`src/rtl/multicycle_control_fsm.sv`:
```
// -----------------------------------------------------------------------------
// multicycle_control_fsm
//
// Moore-style control sequencer for a multicycle RV32I-subset core. From the
// current state it drives the datapath mux selects, the register, memory, PC
// and IR write enables and the ALU operation. Every memory-access state waits
// on the MemReady handshake. Retired instructions are counted in InstrRet.
//
// Optional feature macro: CTRL_ILLEGAL_TRAP_EN
//   defined   : an unsupported opcode in DECODE enters TRAP. TRAP asserts no
//               enables and is left only by reset.
//   undefined : an unsupported opcode in DECODE returns to FETCH as a NOP
//               that is not counted. TRAP cannot be reached.
//
// Parameters:
//   CNT_W       width of the retired-instruction counter
//
// Ports:
//   clk         system clock, rising edge
//   reset       synchronous active-high reset (FETCH, counter cleared)
//   op          instr[6:0] opcode
//   funct3      instr[14:12]
//   funct7b5    instr[30]
//   Zero        ALU zero flag
//   MemReady    memory access completes this cycle
//   PCWrite     PC register enable
//   AdrSrc      memory address select (0 PC, 1 ALU result)
//   MemWrite    data memory write strobe
//   IRWrite     instruction / OldPC register enable
//   ResultSrc   result select (00 ALUOut, 01 Data, 10 ALUResult)
//   ALUSrcA     ALU A select (00 PC, 01 OldPC, 10 rs1)
//   ALUSrcB     ALU B select (00 rs2, 01 ImmExt, 10 constant 4)
//   ImmSrc      immediate format (00 I, 01 S, 10 B, 11 J)
//   ALUControl  ALU operation code
//   RegWrite    register file write enable
//   State       current state encoding, for debug
//   InstrRet    retired-instruction count
// -----------------------------------------------------------------------------
module multicycle_control_fsm #(
    parameter int CNT_W = 32
) (
    input  logic             clk,
    input  logic             reset,
    input  logic [6:0]       op,
    input  logic [2:0]       funct3,
    input  logic             funct7b5,
    input  logic             Zero,
    input  logic             MemReady,
    output logic             PCWrite,
    output logic             AdrSrc,
    output logic             MemWrite,
    output logic             IRWrite,
    output logic [1:0]       ResultSrc,
    output logic [1:0]       ALUSrcA,
    output logic [1:0]       ALUSrcB,
    output logic [1:0]       ImmSrc,
    output logic [2:0]       ALUControl,
    output logic             RegWrite,
    output logic [3:0]       State,
    output logic [CNT_W-1:0] InstrRet
);

    localparam logic [3:0] S_FETCH    = 4'd0;
    localparam logic [3:0] S_DECODE   = 4'd1;
    localparam logic [3:0] S_MEMADR   = 4'd2;
    localparam logic [3:0] S_MEMREAD  = 4'd3;
    localparam logic [3:0] S_MEMWB    = 4'd4;
    localparam logic [3:0] S_MEMWRITE = 4'd5;
    localparam logic [3:0] S_EXECUTER = 4'd6;
    localparam logic [3:0] S_EXECUTEI = 4'd7;
    localparam logic [3:0] S_ALUWB    = 4'd8;
    localparam logic [3:0] S_BEQ      = 4'd9;
    localparam logic [3:0] S_JAL      = 4'd10;
    localparam logic [3:0] S_TRAP     = 4'd11;

    localparam logic [6:0] OP_LW   = 7'b0000011;
    localparam logic [6:0] OP_SW   = 7'b0100011;
    localparam logic [6:0] OP_RTYP = 7'b0110011;
    localparam logic [6:0] OP_ITYP = 7'b0010011;
    localparam logic [6:0] OP_BEQ  = 7'b1100011;
    localparam logic [6:0] OP_JAL  = 7'b1101111;

    localparam logic [CNT_W-1:0] CNT_ONE = {{(CNT_W-1){1'b0}}, 1'b1};

    logic [3:0]       r_state;
    logic [CNT_W-1:0] r_instr_ret;
    logic [3:0]       w_next_state;
    logic             w_retire;
    logic [1:0]       w_alu_op;
    logic             w_branch;
    logic             w_pc_update;

    // Next-state selection.
    always_comb begin
        w_next_state = S_FETCH;
        case (r_state)
            S_FETCH: begin
                if (MemReady) begin
                    w_next_state = S_DECODE;
                end else begin
                    w_next_state = S_FETCH;
                end
            end
            S_DECODE: begin
                case (op)
                    OP_LW, OP_SW: w_next_state = S_MEMADR;
                    OP_RTYP:      w_next_state = S_EXECUTER;
                    OP_ITYP:      w_next_state = S_EXECUTEI;
                    OP_BEQ:       w_next_state = S_BEQ;
                    OP_JAL:       w_next_state = S_JAL;
`ifdef CTRL_ILLEGAL_TRAP_EN
                    default:      w_next_state = S_TRAP;
`else
                    default:      w_next_state = S_FETCH;
`endif
                endcase
            end
            S_MEMADR: begin
                // The IR is stable here, so op is still lw or sw.
                if (op == OP_LW) begin
                    w_next_state = S_MEMREAD;
                end else if (op == OP_SW) begin
                    w_next_state = S_MEMWRITE;
                end else begin
                    w_next_state = S_FETCH;
                end
            end
            S_MEMREAD: begin
                if (MemReady) begin
                    w_next_state = S_MEMWB;
                end else begin
                    w_next_state = S_MEMREAD;
                end
            end
            S_MEMWRITE: begin
                if (MemReady) begin
                    w_next_state = S_FETCH;
                end else begin
                    w_next_state = S_MEMWRITE;
                end
            end
            S_EXECUTER, S_EXECUTEI, S_JAL: w_next_state = S_ALUWB;
            S_MEMWB, S_ALUWB, S_BEQ:       w_next_state = S_FETCH;
`ifdef CTRL_ILLEGAL_TRAP_EN
            S_TRAP:                        w_next_state = S_TRAP;
`endif
            default:                       w_next_state = S_FETCH;
        endcase
    end

    // An instruction retires on the cycle it returns to FETCH after real work.
    always_comb begin
        w_retire = 1'b0;
        case (r_state)
            S_MEMWB, S_ALUWB, S_BEQ: w_retire = 1'b1;
            S_MEMWRITE:              w_retire = MemReady;
            default:                 w_retire = 1'b0;
        endcase
    end

    // State register and retired-instruction counter.
    always_ff @(posedge clk) begin
        if (reset) begin
            r_state     <= S_FETCH;
            r_instr_ret <= {CNT_W{1'b0}};
        end else begin
            r_state <= w_next_state;
            if (w_retire) begin
                r_instr_ret <= r_instr_ret + CNT_ONE;
            end else begin
                r_instr_ret <= r_instr_ret;
            end
        end
    end

    // Per-state datapath controls; FETCH enables follow the memory handshake.
    always_comb begin
        AdrSrc      = 1'b0;
        MemWrite    = 1'b0;
        IRWrite     = 1'b0;
        ResultSrc   = 2'b00;
        ALUSrcA     = 2'b00;
        ALUSrcB     = 2'b00;
        w_alu_op    = 2'b00;
        RegWrite    = 1'b0;
        w_branch    = 1'b0;
        w_pc_update = 1'b0;
        case (r_state)
            S_FETCH: begin
                IRWrite     = MemReady;
                ALUSrcB     = 2'b10;
                ResultSrc   = 2'b10;
                w_pc_update = MemReady;
            end
            S_DECODE: begin
                // Precompute the branch target OldPC + ImmExt.
                ALUSrcA = 2'b01;
                ALUSrcB = 2'b01;
            end
            S_MEMADR: begin
                ALUSrcA = 2'b10;
                ALUSrcB = 2'b01;
            end
            S_MEMREAD: begin
                AdrSrc = 1'b1;
            end
            S_MEMWB: begin
                ResultSrc = 2'b01;
                RegWrite  = 1'b1;
            end
            S_MEMWRITE: begin
                AdrSrc   = 1'b1;
                MemWrite = 1'b1;
            end
            S_EXECUTER: begin
                ALUSrcA  = 2'b10;
                w_alu_op = 2'b10;
            end
            S_EXECUTEI: begin
                ALUSrcA  = 2'b10;
                ALUSrcB  = 2'b01;
                w_alu_op = 2'b10;
            end
            S_ALUWB: begin
                RegWrite = 1'b1;
            end
            S_BEQ: begin
                ALUSrcA  = 2'b10;
                w_alu_op = 2'b01;
                w_branch = 1'b1;
            end
            S_JAL: begin
                ALUSrcA     = 2'b01;
                ALUSrcB     = 2'b10;
                w_pc_update = 1'b1;
            end
            default: begin
                AdrSrc = 1'b0;
            end
        endcase
    end

    // Immediate format depends only on the opcode, in every state.
    always_comb begin
        ImmSrc = 2'b00;
        case (op)
            OP_LW, OP_ITYP: ImmSrc = 2'b00;
            OP_SW:          ImmSrc = 2'b01;
            OP_BEQ:         ImmSrc = 2'b10;
            OP_JAL:         ImmSrc = 2'b11;
            default:        ImmSrc = 2'b00;
        endcase
    end

    // ALU decoder; sub needs op[5] so that addi with imm[10]=1 stays an add.
    always_comb begin
        ALUControl = 3'b000;
        case (w_alu_op)
            2'b00: ALUControl = 3'b000;
            2'b01: ALUControl = 3'b001;
            2'b10: begin
                case (funct3)
                    3'b000: begin
                        if (op[5] & funct7b5) begin
                            ALUControl = 3'b001;
                        end else begin
                            ALUControl = 3'b000;
                        end
                    end
                    3'b010:  ALUControl = 3'b101;
                    3'b110:  ALUControl = 3'b011;
                    3'b111:  ALUControl = 3'b010;
                    default: ALUControl = 3'b000;
                endcase
            end
            default: ALUControl = 3'b000;
        endcase
    end

    assign PCWrite  = w_pc_update | (w_branch & Zero);
    assign State    = r_state;
    assign InstrRet = r_instr_ret;

endmodule

```
`config.mk`:
```
export PLATFORM = sky130hd
export DESIGN_NAME = multicycle_control_fsm
export DESIGN_NICKNAME = d
export VERILOG_FILES = /design/src/rtl/multicycle_control_fsm.sv
export SDC_FILE = /design/constraint.sdc
export NUM_CORES = 1
export LEC_CHECK = 0
export ABC_AREA = 1
export CORE_UTILIZATION = 49
export DETAILED_ROUTE_END_ITERATION = 6
export GPL_TIMING_DRIVEN = 0
export PLACE_DENSITY = 0.78
export SLEW_MARGIN = 10
export SYNTH_ARGS = -nofsm -noshare
export SYNTH_HDL_FRONTEND = slang
export SYNTH_SLANG_ARGS = --single-unit
```
`constraint.sdc`:
```
create_clock -name clk -period 1.7 [get_ports clk]
set_input_delay 0.34 -clock clk [delete_from_list [all_inputs] [get_ports clk]]
set_output_delay 0.34 -clock clk [all_outputs]
set_load 0.05 [all_outputs]
```
==> results of run 1 <==
## placed cells by master (no fill, tap or decap), types with 3 or more instances in the layout
master / instances
nand2_4: 5
buf_4: 18
buf_6: 12
inv_1: 48
o21ai_0: 4
a21oi_1: 24
nor2_4: 13
clkbuf_2: 5
buf_2: 3
dfxtp_2: 3
dfxtp_4: 6
clkdlybuf4s50_1: 7
dlygate4sd2_1: 39
nand2_2: 6
o21ai_1: 4
dfxtp_1: 27
inv_2: 9
xnor2_1: 4
nor2_2: 6
nor2_1: 70
nand4_1: 6
clkbuf_8: 5
nand3_1: 22
nand2_1: 146
## worst max-delay path, delay by kind of cell, from the launching register on
family	cells	cell delay (ps)
simple gates	5	400
flops	1	380
buf+inv	3	270
fa+ha+maj	1	150
compound gates	1	110
## worst min path at each step
stage / startpoint / endpoint / depth (start not counted)
finish: op[6] / State[1] / 4
global route: op[6] / State[1] / 4
CTS: InstrRet[1] / InstrRet[1] / 2
detailed placement: InstrRet[1] / InstrRet[1] / 2
global placement: InstrRet[1] / InstrRet[1] / 2
floorplan: op[6] / State[1] / 3
## synthesized netlist by cell type (all sizes together)
cell      n  area (µm²)
a31oi     2       12.51
nand3b    2       15.01
nand2   157       611.8
a21oi    25       125.1
o21bai    1       7.510
o311ai    1       8.760
nand4     6       37.54
nor3      2       10.01
o21a      1       7.510
ha        3       37.54
o21ai     9       45.04
clkbuf    3       11.26
xnor2     4       35.03
o211ai    1       7.510
xor2      2       17.52
nand3    26       142.6
buf       4       32.53
nor2     89       359.1
inv      60       227.7
nor4      1       6.260
dfxtp    36       720.7
## layer usage
| layer | vias to the layer above | global-route usage (%) | part of all wire (%) | wire, µm |
|---|---|---|---|---|
| li1 | 1523 | - | - | - |
| met1 | 1376 | 39.26 | 43 | 3373 |
| met2 | 144 | 49.59 | 48 | 3788 |
| met3 | 23 | 4.696 | 6.5 | 510 |
| met4 | 0 | 10.02 | 2.4 | 185 |
| met5 | - | 0 | 0 | 0 |
## sequential cells by signal, summed over array words and instances, names as in the netlist
register  cells
State         4
InstrRet     32
## where the power goes
part | internal [mW] | switching, mW
clock | 0.286 | 0.338
sequential | 0.836 | 0.00367
combinational | 0.0675 | 0.124
## area by class of cell
class | instances | area [µm²]
multi-input cells | 332 | 1689
fillers | 408 | 1165
flip-flops and latches | 36 | 747.0
repair buffers | 83 | 734.5
inverters | 60 | 234.0
well taps | 67 | 83.83
clock buffers | 5 | 68.82
plain buffers | 7 | 45.04
clock inverters | 3 | 18.77
## kinds of logic (layout without fill, tap and decap cells)
kind of cell / after synthesis / after routing / synth area share (%)
xor+xnor: 6 / 6 / 2.120
flops: 36 / 36 / 29.08
fa+ha+maj: 3 / 3 / 1.515
simple gates: 283 / 283 / 47.70
compound gates: 40 / 40 / 8.632
buf+inv: 67 / 158 / 10.95
## through the flow
stage	setup TNS [ps]	utilization [%]
CTS	-1158	72.71
global route	-2159	75.66
floorplan	-328.4	-
finish	-1593	75.66
detailed placement	-10190	69.46
global placement	-9702	69.46
## timing repair
| item | CTS | global route |
|---|---|---|
| pin swaps | 13 | 14 |
| gates resized for setup | 161 | 42 |
| endpoints found under the setup margin | 52 | 38 |
| setup buffers | 9 | 8 |
| endpoints found under the hold margin | 0 | 0 |
==> metrics.log, run 1 <==
[metrics] DRT iter0 DRCs: approximately 190
[metrics] Post-Syn Instances: ~440
[metrics] Final Worst Setup Slack: -253.6 ps
[metrics] type of element launching the critical path: register
[metrics] floorplan core area: 4786 µm²
[metrics] maximum number of pins on one net before global-route repair: 13
[metrics] end point of the critical path: ALUControl[0]
[metrics] unrepaired setup endpoints after global routing: yes
[metrics] setup slack, reg-to-reg: approximately 120 ps
[metrics] overall overflow remaining after global route: 0
[metrics] filler-free cell count of the finished design: approximately 590
[metrics] crit path launch: State[2]
[metrics] timing-limited maximum frequency: 511.9 MHz
[metrics] clock net sink count: 36
[metrics] terminus of the critical flop-to-flop path: InstrRet[13]
[metrics] TritonCTS clock tree: done
[metrics] number of nets in the layout: 543
[metrics] Max-Cap Viols: 0
[metrics] clock buffer depth: 2
[metrics] cell area after technology mapping: 2479 µm²
[metrics] data arrival time of the critical path: 1610 ps
[metrics] Overall Power: between 1.5 and 2 mW
[metrics] total placed instance area: between 3000 and 4000 µm²
[metrics] violated checks: negative setup slack
[metrics] Hold Fails Final Rpt: 0
[metrics] endpoint type of the worst setup path: output port
[metrics] global-route wire length before repair: 12.31 mm
[metrics] worst-path cell with the longest stage delay: dfxtp_4
[metrics] Wirelength per Cell: around 13 µm
[metrics] run status: finished, violations left
[metrics] number of nets produced by synthesis: approximately 450
[metrics] Die Span Y: 73.12 µm
[metrics] post-route clock skew: 10.96 ps
[metrics] half-perimeter wire length after placement: ~5.5 mm
[metrics] share of cells above drive strength 1: a little over a fifth
[metrics] Reg clk slew, reported paths: about 80 ps
[metrics] Worst Reg2Reg Path Length in Cells: 9
[metrics] H-tree Lvls: 2
[metrics] Setup Slack @ Placement: -835.0 ps
[metrics] Finished Cell Area: between 3000 and 4000 µm²
[metrics] row count: 25
[metrics] crit-path max FO: 4
[metrics] via count: about 3100
[metrics] Inserted Clock Buffers: 5
[metrics] count of unique library cells instantiated by Yosys: 30
[metrics] sequential area share after synthesis: ~29%
[metrics] layout overhead on the synthesized area: 46.09%
[metrics] number of placed instances with taps included: 568
[metrics] number of pins with negative max-slew slack in the final report: 0
[metrics] routability-driven placement congestion ratio: approximately 0.87
[metrics] type of the most critical hold path: input pin to register
[metrics] clk root buf: clkbuf_8
[metrics] Worst-Margin Slew: just under 600 ps
[metrics] share of the cycle needed by the critical path after routing: 114.9%
[metrics] TritonRoute pass-1 iters: 5
[metrics] mean post-synth cell area: 5.698 µm²
[metrics] cells along the critical path: inv_2, nand2_2, inv_2, nand2_4, ha_4, nand2_4, nor2_4, nor2_4, a21oi_4, buf_6
[metrics] Post-DRT Antenna Nets: 0
[metrics] Max transition margin: 60.94%
[metrics] I/O pin total: 67
[metrics] die area: around 5300 µm²
[metrics] PwrDens: about 460 nW/µm²
[metrics] hold buffer count at CTS: 0
[metrics] Syn. warnings: 0
[metrics] vias in the first global route: 2696
[metrics] Hold Worst Slack: 467.3 ps
[metrics] starting density of the core: approximately 52%
[metrics] Vias per Instance: between 5 and 6
[metrics] startpoint-to-endpoint class of the critical path: register to output port
[metrics] post-synthesis sequential element count: 36
[metrics] leakage dissipation: 1.559 nW
[metrics] Skew-Pair Late Insertion Delay: a little under 300 ps
[metrics] final setup violating endpoints: 10
[metrics] Required @ worst endpoint: ~1400 ps
[metrics] Die Span X: around 73 µm
[metrics] antenna violations before repair: 0
[metrics] drt total wl: 7.858 mm
[metrics] VDD IR max: 368.7 µV
[metrics] input/output buffers: 66
[metrics] number of antenna cells inserted: 0
[metrics] overall track demand over capacity in global routing: 29.86%
[metrics] min Tclk post-route: around 2000 ps
[metrics] DRC violations left: 0
[metrics] delay of the slowest critical-path stage: around 380 ps
[metrics] Critical R2R Launch: State[2]
(Power assumes the default switching activity.)
==> run 2: changes to the inputs <==
--- a/config.mk
+++ b/config.mk
@@ -6,7 +6,9 @@
 export NUM_CORES = 1
 export LEC_CHECK = 0
 export ABC_AREA = 1
+export CORE_MARGIN = 5
 export CORE_UTILIZATION = 49
+export CTS_BUF_LIST = sky130_fd_sc_hd__clkbuf_16
 export DETAILED_ROUTE_END_ITERATION = 6
 export GPL_TIMING_DRIVEN = 0
 export PLACE_DENSITY = 0.78
==> run 2 against run 1 <==
Compared with the run above:
- the run still ends with negative setup slack left
- power rose by 17%
- hold slack improved by 27 ps
- combinational power rose by 8%
- register-to-register slack got worse by 30 ps
- sequential cell count did not move
- non-clock buffer count rose by 8
- first-iteration DRC count rose by 16%
- worst setup slack barely moved
- sequential share of layout area fell by 0.88 points
- final cell count rose by 1.3%
- critical endpoint unchanged
==> metrics.log, run 2 (synthesis gave the netlist of run 1 again) <==
[metrics] worst-path cell with the longest stage delay: dfxtp_4
[metrics] Required @ worst endpoint: 1360 ps
[metrics] max reg flops: 32
[metrics] setup slack, reg-to-reg: about 90 ps
[metrics] Worst-Margin Slew: between 500 and 600 ps
[metrics] vias in the first global route: roughly 3100
[metrics] Die Span Y: 81.12 µm
[metrics] final setup violating endpoints: 7
[metrics] overall track demand over capacity in global routing: between 20% and 30%
[metrics] share of cells above drive strength 1: 22.47%
[metrics] Critical R2R Launch: State[3]
[metrics] Reg clk slew, reported paths: about 60 ps
[metrics] highest metal layer with signal wires: met4
[metrics] total negative slack for setup checks: -1030 ps
[metrics] antenna violations before repair: 0
[metrics] VDD IR max: approximately 410 µV
[metrics] total placed instance area: between 3000 and 4000 µm²
[metrics] number of placed instances with taps included: roughly 570
[metrics] endpoint type of the worst setup path: output port
[metrics] Final Worst Setup Slack: -253.2 ps
[metrics] number of antenna cells inserted: 0
[metrics] Vias per Instance: 5.240
[metrics] Hold Worst Slack: roughly 490 ps
[metrics] die area: between 6000 and 7000 µm²
[metrics] crit-path max FO: 4
[metrics] most frequent standard cell in the layout excluding fill and tap cells: nand2_1
[metrics] dominant delay contributor by cell family on the critical path: flip-flops
[metrics] Skew-Pair Late Insertion Delay: between 200 and 300 ps
[metrics] PwrDens: around 520 nW/µm²
[metrics] filler-free cell count of the finished design: about 600
[metrics] Critical Path Most Common Cell: nor2_4
[metrics] row count: 25
[metrics] input/output buffers: 66
[metrics] delay of the slowest critical-path stage: about 380 ps
[metrics] Die Span X: roughly 81 µm
[metrics] Overall Power: slightly below 2 mW
[metrics] clock net sink count: 36
[metrics] overall overflow remaining after global route: 0
[metrics] DRT met1 WL: ~3.7 mm
[metrics] Worst Path Buf+Inv: 3
[metrics] floorplan core area: slightly below 5000 µm²
[metrics] Setup Slack @ Placement: -832.2 ps
[metrics] number of pins with negative max-slew slack in the final report: 0
[metrics] crit path launch: State[1]
[metrics] H-tree Lvls: 2
[metrics] Worst Reg2Reg Path Length in Cells: 10
[metrics] TritonCTS clock tree: done
[metrics] Max-Cap Viols: 0
[metrics] hold buffer count at CTS: 0
[metrics] Final Core Density: 78.00%
[metrics] timing-limited maximum frequency: between 500 and 600 MHz
[metrics] Finished Cell Area: between 3000 and 4000 µm²
[metrics] data arrival time of the critical path: 1610 ps
[metrics] run status: finished, violations left
[metrics] startpoint-to-endpoint class of the critical path: register to output port
[metrics] clock buffer depth: 2
[metrics] unrepaired setup endpoints after global routing: yes
[metrics] end point of the critical path: ALUControl[0]
[metrics] clk root buf: clkbuf_16
[metrics] Post-DRT Antenna Nets: 0
[metrics] leakage dissipation: about 1.6 nW
[metrics] number of nets in the layout: around 550
[metrics] commonest non-fill, non-tap cells in the layout: nand2_1 (146), nor2_1 (67), inv_1 (48), dlygate4sd2_1 (40), dfxtp_1 (27)
[metrics] type of the most critical hold path: register to register
[metrics] DRC violations left: 0
[metrics] I/O pin total: 67
[metrics] global-route wire length before repair: between 10 and 15 mm
[metrics] half-perimeter wire length after placement: slightly below 6 mm
[metrics] Wirelength per Cell: 14.25 µm
[metrics] Inserted Clock Buffers: 5
[metrics] TritonRoute pass-1 iters: 5
[metrics] type of element launching the critical path: register
[metrics] starting density of the core: 51.45%
[metrics] terminus of the critical flop-to-flop path: InstrRet[3]
[metrics] violated checks: negative setup slack
[metrics] min Tclk post-route: about 2000 ps
[metrics] critical path depth: 9
[metrics] length of routed met2 wiring: approximately 4.2 mm
[metrics] layout overhead on the synthesized area: 51.59%
[metrics] via count: 3149
[metrics] sum of met3 wire segment lengths after detailed routing: 445 µm
[metrics] Hold Fails Final Rpt: 0
[metrics] DRT iter0 DRCs: between 200 and 250
[metrics] share of the cycle needed by the critical path after routing: 114.9%
[metrics] routability-driven placement congestion ratio: about 0.9
[metrics] drt total wl: 8.564 mm
[metrics] maximum number of pins on one net before global-route repair: 13
[metrics] post-route clock skew: 7.010 ps
[metrics] Max transition margin: between 60% and 70%
[metrics] cells along the critical path: inv_4, buf_12, nor2_4, ha_4, nand2_4, nor2_4, nor2_2, a21oi_4, buf_6
run 2: how the worst min path moves through the flow:
stage	cells after the start	slack (ps)	to	from
after detailed placement	2	480	InstrRet[1]	InstrRet[1]
after floorplan	3	540	State[1]	op[6]
after global placement	2	470	InstrRet[1]	InstrRet[1]
after global routing	2	550	InstrRet[13]	InstrRet[13]
after CTS	2	490	InstrRet[1]	InstrRet[1]
final	2	490	InstrRet[7]	InstrRet[7]
run 2: repair_timing:
action	4_1_cts	5_1_grt
buffers inserted	17	8
resized for setup	163	40
setup endpoints to repair	52	42
pin swaps	14	15
run 2: final cells by class:
cell class,instances,area (µm²)
inverters,60,236.5
plain buffers,7,47.55
clock inverters,3,18.77
flip-flops and latches,36,742.0
fillers,385,1060
multi-input cells,332,1704
repair buffers,91,799.5
clock buffers,5,125.1
well taps,67,83.83
run 2: worst reg2reg max path, cell delays in order (launching register included):
cell,delay [ps]
dfxtp_4,360
inv_2,70
nand2_4,80
buf_4,150
nor2_4,130
nand2_2,70
nand3_4,140
clkbuf_4,260
nand3_1,100
nand2_1,90
nor2_1,50
run 2: where the power goes:
group	total (mW)	switching [mW]	internal [mW]
registers	0.845	0.00440	0.840
clock network	0.891	0.354	0.537
logic	0.207	0.130	0.0777
total	1.94	0.489	1.46
run 2: routing by layer:
metal | vias up | track usage, %
met5 | - | 0
li1 | 1549 | -
met4 | 0 | 9.628
met2 | 126 | 47.87
met1 | 1446 | 33.72
met3 | 28 | 4.102
